## config.mk

```make
export PLATFORM = sky130hd
export DESIGN_NAME = pulse_channel
export DESIGN_NICKNAME = d
export VERILOG_FILES = /design/src/rtl/apu_pkg.sv /design/src/rtl/sweep_unit.sv /design/src/rtl/pulse_channel.sv
export SDC_FILE = /design/constraint.sdc
export NUM_CORES = 1
export LEC_CHECK = 0
export BUFFER_PORTS_ARGS = -buffer_cell sky130_fd_sc_hd__buf_2
export CORE_UTILIZATION = 59
export CTS_CLUSTER_DIAMETER = 30
export CTS_CLUSTER_SIZE = 12
export DETAILED_ROUTE_END_ITERATION = 10
export GPL_ROUTABILITY_DRIVEN = 0
export HOLD_SLACK_MARGIN = 0.12
export PLACE_DENSITY = 0.8
export SLEW_MARGIN = 20
export SYNTH_ARGS = -nofsm -noshare
export SYNTH_HDL_FRONTEND = slang
export SYNTH_HIERARCHICAL = 1
export SYNTH_SLANG_ARGS = --single-unit
```

## constraint.sdc

```tcl
create_clock -name clk -period 4.83 [get_ports clk]
set_input_delay 0 -clock clk [delete_from_list [all_inputs] [get_ports clk]]
set_output_delay 0 -clock clk [all_outputs]
set_load 0.01 [all_outputs]
```

## src/rtl/apu_pkg.sv

```systemverilog
// Shared definitions for the audio tone channels: duty encoding, duty waveforms
// and the default lowest audible period.
package apu_pkg;

    localparam int MIN_PERIOD_DEFAULT = 8;

    typedef enum logic [1:0] {
        DUTY_12 = 2'd0,
        DUTY_25 = 2'd1,
        DUTY_50 = 2'd2,
        DUTY_75 = 2'd3
    } duty_e;

    // Row selected by duty code, bit selected by sequencer step.
    localparam logic [3:0][7:0] DUTY_PATTERN = {
        8'b1111_1100,
        8'b0000_1111,
        8'b0000_0011,
        8'b0000_0001
    };

    function automatic logic dutyBit(input logic [1:0] duty, input logic [2:0] step);
        return DUTY_PATTERN[duty][step];
    endfunction

endpackage

```

## src/rtl/sweep_unit.sv

```systemverilog
// Period sweep: synchronises the external sweep clock, paces updates through a
// reload divider, and flags periods that must silence the channel.
module sweep_unit
    import apu_pkg::*;
#(
    parameter int PERIOD_W   = 11,
    parameter int SHIFT_W    = 3,
    parameter int DIV_W      = 3,
    parameter int MIN_PERIOD = MIN_PERIOD_DEFAULT
) (
    input  logic                clk,
    input  logic                iReset_n,
    input  logic                iSweep_clk,
    input  logic                iSweep_enable,
    input  logic                iSweep_negate,
    input  logic [SHIFT_W-1:0]  iSweep_shift,
    input  logic [DIV_W-1:0]    iSweep_divider,
    input  logic                iPeriod_load,
    input  logic [PERIOD_W-1:0] curPeriod,
    output logic                sweep_write,
    output logic [PERIOD_W-1:0] target,
    output logic                mute
);

    localparam logic [PERIOD_W-1:0] MIN_P = PERIOD_W'(MIN_PERIOD);

    logic             syncA;
    logic             syncB;
    logic             syncPrev;
    logic             sweepEdge;
    logic [DIV_W-1:0] divCnt;
    logic [PERIOD_W:0] delta;
    logic [PERIOD_W:0] fullTarget;

    assign sweepEdge = syncB & ~syncPrev;

    // Extra bit catches overflow when growing; shrinking never borrows.
    assign delta      = {1'b0, curPeriod >> iSweep_shift};
    assign fullTarget = iSweep_negate ? ({1'b0, curPeriod} - delta)
                                      : ({1'b0, curPeriod} + delta);
    assign target     = fullTarget[PERIOD_W-1:0];

    assign mute = (curPeriod < MIN_P) | (~iSweep_negate & fullTarget[PERIOD_W]);

    assign sweep_write = sweepEdge & ~iPeriod_load & (divCnt == '0) & iSweep_enable
                       & (iSweep_shift != '0) & ~mute;

    always_ff @(posedge clk or negedge iReset_n) begin
        if (!iReset_n) begin
            syncA    <= 1'b0;
            syncB    <= 1'b0;
            syncPrev <= 1'b0;
            divCnt   <= '0;
        end else begin
            syncA    <= iSweep_clk;
            syncB    <= syncA;
            syncPrev <= syncB;
            if (iPeriod_load) begin
                divCnt <= iSweep_divider;
            end else if (sweepEdge) begin
                if (divCnt == '0) begin
                    divCnt <= iSweep_divider;
                end else begin
                    divCnt <= divCnt - 1'b1;
                end
            end
        end
    end

endmodule

```

## src/rtl/pulse_channel.sv

```systemverilog
// Square-wave tone channel: down-counting step timer driving an 8-step duty
// sequencer, with period sweep and self-muting on illegal periods.
module pulse_channel
    import apu_pkg::*;
#(
    parameter int PERIOD_W   = 11,
    parameter int SHIFT_W    = 3,
    parameter int DIV_W      = 3,
    parameter int MIN_PERIOD = MIN_PERIOD_DEFAULT
) (
    input  logic                clk,
    input  logic                iReset_n,
    input  logic                iPeriod_load,
    input  logic [PERIOD_W-1:0] iPeriod,
    input  logic [1:0]          iDuty,
    input  logic                iSweep_clk,
    input  logic                iSweep_enable,
    input  logic                iSweep_negate,
    input  logic [SHIFT_W-1:0]  iSweep_shift,
    input  logic [DIV_W-1:0]    iSweep_divider,
    output logic                oData,
    output logic                oMute,
    output logic [PERIOD_W-1:0] oPeriod
);

    logic [PERIOD_W-1:0] curPeriod;
    logic [PERIOD_W-1:0] timer;
    logic [2:0]          step;
    logic [2:0]          nextStep;
    logic                seqBit;
    logic                sweepWrite;
    logic [PERIOD_W-1:0] target;
    logic                mute;

    sweep_unit #(
        .PERIOD_W   (PERIOD_W),
        .SHIFT_W    (SHIFT_W),
        .DIV_W      (DIV_W),
        .MIN_PERIOD (MIN_PERIOD)
    ) uSweep (
        .clk            (clk),
        .iReset_n       (iReset_n),
        .iSweep_clk     (iSweep_clk),
        .iSweep_enable  (iSweep_enable),
        .iSweep_negate  (iSweep_negate),
        .iSweep_shift   (iSweep_shift),
        .iSweep_divider (iSweep_divider),
        .iPeriod_load   (iPeriod_load),
        .curPeriod      (curPeriod),
        .sweep_write    (sweepWrite),
        .target         (target),
        .mute           (mute)
    );

    assign nextStep = step + 3'd1;

    // A reload in the same cycle as a sweep write uses the pre-sweep period.
    always_ff @(posedge clk or negedge iReset_n) begin
        if (!iReset_n) begin
            curPeriod <= '0;
            timer     <= '0;
            step      <= '0;
            seqBit    <= 1'b0;
        end else if (iPeriod_load) begin
            curPeriod <= iPeriod;
            timer     <= iPeriod;
            step      <= '0;
            seqBit    <= dutyBit(iDuty, 3'd0);
        end else begin
            if (sweepWrite) begin
                curPeriod <= target;
            end
            if (timer == '0) begin
                timer  <= curPeriod;
                step   <= nextStep;
                seqBit <= dutyBit(iDuty, nextStep);
            end else begin
                timer <= timer - 1'b1;
            end
        end
    end

    assign oMute   = mute;
    assign oData   = seqBit & ~mute;
    assign oPeriod = curPeriod;

endmodule

```

=== Word-level counts from Yosys, hierarchy flattened ===
Cells that the tools add are included.

* Memory bits (read-only): 0
* Memories: 0
* Bits in latches: 0
* Memory bits (writable): 0
* Register bits after elaboration: 32
* Bits of input ports: 25

* Bitwise operators: 13
* Shifts and indexed selects: 1
* Equal/unequal tests: 0
* Multiply operators: 0
* Order comparisons: 3
* Add/sub/neg operators: 5
* Div/mod/pow operators: 0
* Reduce and logical (&&, ||, !) cells: 6
* Mux-type cells: 16

{| class="wikitable"
|+ Operators with widths
! cell !! number
|-
| 11-bit 2-to-1 mux || 4
|-
| 8-bit binary-select mux with 2-bit select || 1
|-
| 3-bit 2-to-1 mux || 5
|-
| 11-bit by 11-bit adder with 12-bit output || 1
|-
| 12-bit 2-to-1 mux || 1
|-
| 11-bit by 11-bit subtractor with 12-bit output || 1
|-
| 11-bit zero test || 1
|-
| 11-bit by 4-bit less-than comparator with 1-bit output, second input constant || 1
|-
| 11-bit by 3-bit right shift with 11-bit output || 1
|-
| 11-bit by 1-bit subtractor with 11-bit output, second input constant || 1
|-
| 1-bit bitwise AND || 8
|-
| 8-bit 2-to-1 mux || 1
|-
| 2-bit nonzero test || 3
|-
| 3-bit by 4-bit less-than comparator with 1-bit output, second input constant || 1
|-
| 1-bit NOT || 4
|-
| 3-bit by 1-bit adder with 3-bit output, second input constant || 1
|-
| 1-bit binary-select mux with 3-bit select || 1
|-
| 3-bit zero test || 1
|-
| 2-bit by 3-bit less-than comparator with 1-bit output, second input constant || 1
|-
| 1-bit 2-to-1 mux || 3
|-
| 3-bit nonzero test || 1
|-
| 3-bit by 1-bit subtractor with 3-bit output, second input constant || 1
|-
| 1-bit OR || 1
|}

=== Logic depth before layout (Yosys ltp) ===
* Depth in word-level cells: 9
* Mapped depth: 18
* Depth with buffers taken out: 15

=== Cells and area by module ===
The synthesis kept the hierarchy.

{| class="wikitable"
|+ By module, submodules not included
! module !! times used !! area each (um2) !! cells an instance !! sequential area each (um2)
|-
| sweep_unit || 1 || 1,642.8 || 184 || 150.1
|-
| pulse_channel || 1 || 1,492.7 || 147 || 650.6
|}

=== Worst setup path before layout ===
OpenSTA, ideal clock, no wires.

* Path type: reg-to-reg
* Start point: register curPeriod[7], in the netlist oPeriod[7]
* End point: register curPeriod[0], in the netlist oPeriod[0]
* Arrival: 4.180 ns
* Required time: 4.703 ns
* Path buffers: 1
* Clock period less this slack: 4.307 ns
* Path slack: 0.523 ns
* Setup time: 0.127 ns
* Stages on the path, launching flop included: 15
* Path through: dfrtp_1 > mux4_1 > mux2i_1 > ha_1 > o21ai_0 > ha_1 > nor2b_1 > o31a_1 > o21ai_0 > o31a_1 > a21bo_2 > a311oi_2 > buf_1 > mux2i_1 > a21oi_1

* Word-level cells in the longest chain between the ends: 8

{| class="wikitable"
|+ Ends and longest elaborated chain
! element !! line !! text
|-
| start, declared || pulse_channel.sv:26 || <nowiki>logic [PERIOD_W-1:0] curPeriod;</nowiki>
|-
| start signal, assigned || pulse_channel.sv:65 || <nowiki>curPeriod <= iPeriod;</nowiki>
|-
| start signal, assigned || pulse_channel.sv:71 || <nowiki>curPeriod <= target;</nowiki>
|-
| 11-bit by 3-bit right shift with 11-bit output || sweep_unit.sv:38 || <nowiki>assign delta = {1'b0, curPeriod >> iSweep_shift};</nowiki>
|-
| 11-bit by 11-bit adder with 12-bit output or 11-bit by 11-bit subtractor with 12-bit output (tied branches) || sweep_unit.sv:40, sweep_unit.sv:39 ||
|-
| 12-bit 2-to-1 mux || sweep_unit.sv:39 || <nowiki>assign fullTarget = iSweep_negate ? ({1'b0, curPeriod} - delta)</nowiki>
|-
| 1-bit bitwise AND || sweep_unit.sv:43 || <nowiki>assign mute = (curPeriod < MIN_P) | (~iSweep_negate & fullTarget[PERIOD_W]);</nowiki>
|-
| 1-bit OR (*) || sweep_unit.sv:43 ||
|-
| 1-bit NOT (*) || sweep_unit.sv:46 || <nowiki>& (iSweep_shift != '0) & ~mute;</nowiki>
|-
| 1-bit bitwise AND (*) || sweep_unit.sv:46 ||
|-
| named net sweepWrite || pulse_channel.sv:31 || <nowiki>logic sweepWrite;</nowiki>
|-
| 2-bit nonzero test (no source line) (*) || -- ||
|}

Mark *: on every way through the listed nets, which the timed path passes. The rest lies on a longest branch. The select of a mux whose other input is x is not followed.
A chain may end at the register's enable or synchronous reset.

=== Worst setup path in the final report ===
* Start point: register curPeriod[7], in the netlist oPeriod[7]
* End point: register curPeriod[2], in the netlist oPeriod[2]

The elaborated chain is that of the path after synthesis.

==> reports/summary.txt <==
outcome -> finished, final reports clean
WS Path Type -> reg2reg
total power -> 1090 uW
drt drc -> 0
Worst Hold Class -> in2reg
CP required -> 4.97 ns
# diodes -> 0
worst path arrival time -> 4.78 ns
first-pass detailed-route iteration total -> 4
fillers -> 402
R2R cell count -> 14
nets@finish -> 428
Hold Startpoint -> iDuty[0]
layout cells sized above 1 -> 21.4%
setup bufs post-CTS -> 0
Top cell by count, worst path -> o21ai_0
max_slew headroom -> 34.6%
ys async rst share -> 100%
Die X -> 74.9 um
WL final -> 7740 um
crit-path cells -> mux4_1 -> mux2i_1 -> ha_1 -> o21ai_0 -> ha_1 -> nor2b_1 -> o31a_1 -> o21ai_0 -> o31a_1 -> a21bo_2 -> a311oi_2 -> buf_4 -> mux2i_1 -> o21ai_0
Post-Synthesis Cell Area -> 3140 um2
Post-Syn Area per Cell -> 9.47 um2
Max Clock Skew -> 0.00682 ns
PD cells -> 298 nW/um2
crit path max fanout -> 12
die footprint -> 5610 um2
Synth Flop Type -> dfrtp_1
Max Cap Viol -> 0
R2R setup slack -> 0.18 ns
Post-synth EDFFs -> 0
Seq/Total Area, Yosys -> 25.5%
Fin Hold WS -> 0.157 ns
Post-Layout Cell Count -> 454
yosys warns -> 6
CTS Buffer Depth -> 2
accumulated negative setup slack -> 0 ns
P_leak -> 0.00163 uW
GR peak layer -> met2
DP HPWL -> 5690 um
Critical Path Sink Type -> flop
FF+latch count, synth -> 32
vias in the first global route -> 2602
Clk Latency, worst-skew pair -> 0.29 ns
Syn-to-layout area delta -> 16.4%
initial antenna violation count -> 0
core area -> 5110 um2
max-slew violations -> 0
placed cell count -> 430
gr ovfl total -> 0
CTS resizes -> 0
row cnt -> 26
post-synth cell types -> 69
final period utilization -> 96.2%
crit path capture -> oPeriod[2]$_DFFE_PN0P_
# IOs -> 38
CTS Buf Count -> 5
Fmax achieved -> 0.215 GHz
first-pass GRT wire length -> 12300 um
CTS root buffer -> clkbuf_8
Worst IR Drop VDD -> 314 uV
CTS H-Tree Depth -> 2
port bufs -> 37
met1 GRT Util -> 40.4%
largest net degree at the start of global routing -> 42
RSZ-0062 raised after global routing -> false
# setup viols final -> 0
Critical Path Source -> oPeriod[7]$_DFFE_PN0P_
slowest CP cell -> dfrtp_1
syn nets -> 376
routed len/inst -> 17.0 um
met2 Use GR -> 48.3%
DIE HEIGHT -> 74.9 um
CP peak stage delay -> 0.54 ns
clock-pin slew on the worst setup and hold paths -> 0.07 ns
endpoints failing hold -> 0
Via Count -> 2786
Vias/cell -> 6.14
Syn Inst Count -> 331
Routed Antenna Nets -> 0
GRT met3 Usage -> 4.82%
Crit path buffers/inverters -> 1
CTS tree -> yes
Worst-Margin Slew -> 0.976 ns
crit path launch type -> flop
Reg2Reg Capture Point -> oPeriod[2]$_DFFE_PN0P_
delay-heaviest family, CP -> compound AO/OA/AOI/OAI gates
starting density of the core -> 61.4%
Clock Sinks -> 32
R2R Path Start -> oPeriod[7]$_DFFE_PN0P_
starting DRC count in detailed routing -> 225
Tmin final -> 4.65 ns
total track usage -> 29.2%
Worst path depth -> 14
[power breakdown]
part           total, uW  switching, uW  internal [uW]  leakage, uW
Clock                283            101            182    0.0000645
Combinational        471            258            212      0.00118
Sequential           335           39.5            296     0.000388
Total               1090            399            690      0.00163
[flip-flops by register name (all words and copies together) (netlist names)]
name             count
oPeriod             11
uSweep/syncA         1
timer               11
seqBit               1
uSweep/syncB         1
step                 3
uSweep/syncPrev      1
uSweep/divCnt        3
[routing by layer]
layer | vias to the layer above | share of wire [%]
li1 | 1344 | -
met1 | 1354 | 45
met2 | 81 | 49
met3 | 7 | 4.7
met4 | 0 | 0.79
met5 | - | 0
[per-stage QoR]
stage / area [um2] / util (%) / worst slack (ns)
3_5_place_dp: 3360 / 65.9 / 0.248
3_3_place_gp: 3360 / 65.9 / 0.481
5_1_grt: 3650 / 71.5 / 0.00665
4_1_cts: 3650 / 71.5 / 0.228
6_report: 3650 / 71.5 / 0.183
2_1_floorplan: 3140 / - / 0.523
[cell type report]
class                           count  area, um2  share of cell area, %
Clock buffer                        7       96.3                   2.64
Timing Repair Buffer               59        390                   10.7
Multi-Input combinational cell    271       2190                   60.1
Inverter                           14       52.6                   1.44
Clock inverter                      1       30.0                  0.823
Tap cell                           70       87.6                   2.40
Sequential cell                    32        801                   21.9
[cell usage in the layout (no fill, tap or decap), types with 3 or more instances in the layout]
cell | netlist | routed
buf_2 | 3 | 37
dfrtp_1 | 32 | 32
o21ai_0 | 29 | 29
nor2_1 | 27 | 27
mux2i_1 | 24 | 24
nand2_1 | 19 | 19
ha_1 | 19 | 19
a21oi_1 | 18 | 18
dlygate4sd3_1 | 0 | 16
xor2_1 | 15 | 15
inv_1 | 14 | 14
nor3_1 | 9 | 9
xnor2_1 | 8 | 8
clkbuf_8 | 0 | 7
nand2b_1 | 6 | 6
a31oi_1 | 6 | 6
nor2b_1 | 6 | 6
buf_4 | 1 | 6
mux2_2 | 4 | 4
mux4_1 | 4 | 4
mux4_2 | 4 | 4
nand3b_1 | 4 | 4
nor3b_2 | 3 | 3
a211oi_1 | 3 | 3
a311oi_1 | 3 | 3
a21o_1 | 3 | 3
o31a_1 | 3 | 3
[synth_stat cells, types with 4 or more instances]
master	instances	area, um2
xnor2_1	8	70.1
a31oi_1	6	37.5
buf_6	4	45.0
nand3b_1	4	30.0
mux4_2	4	90.1
mux4_1	4	105
nor2_1	27	101
mux2i_1	24	240
inv_1	14	52.6
clkbuf_1	5	18.8
dfrtp_1	32	801
xor2_1	15	131
nand2_1	19	71.3
ha_1	19	238
a21oi_1	18	90.1
mux2_2	4	45.0
nor2b_1	6	37.5
nand2b_1	6	37.5
o21ai_0	29	145
nor3_1	9	45.0
[cells by family (layout without fill, tap and decap cells)]
family	after synthesis	after routing	share of synthesized area (%)
AO/OA/AOI/OAI	92	92	19.7
XOR/XNOR	23	23	6.42
adder cells (fa/ha/maj)	20	20	8.22
buffers and inverters	28	81	4.55
flip-flops	32	32	25.5
multiplexers	39	39	17.2
AND/OR/NAND/NOR	97	97	18.3
[timing repair]
item,4_1_cts,5_1_grt
setup endpoints to repair,0,0
hold buffers,16,0
hold endpoints to repair,58,0
[worst min path at each step]
stage	endpoint	slack (ns)	cells after the start
2_1_floorplan	oPeriod[0]$_DFFE_PN0P_	-0.30	0
3_3_place_gp	step[0]$_DFFE_PN0P_	0.09	1
3_5_place_dp	step[0]$_DFFE_PN0P_	0.09	1
4_1_cts	seqBit$_DFFE_PN0P_	0.16	4
5_1_grt	seqBit$_DFFE_PN0P_	0.18	4
6_report	seqBit$_DFFE_PN0P_	0.16	4
[worst min-delay path, stage by stage]
cell and delay, ns:
buf_2 0.09, ha_1 0.15, nand2b_1 0.10, o31ai_1 0.06
No activity file was read; power rests on OpenSTA's default activity.
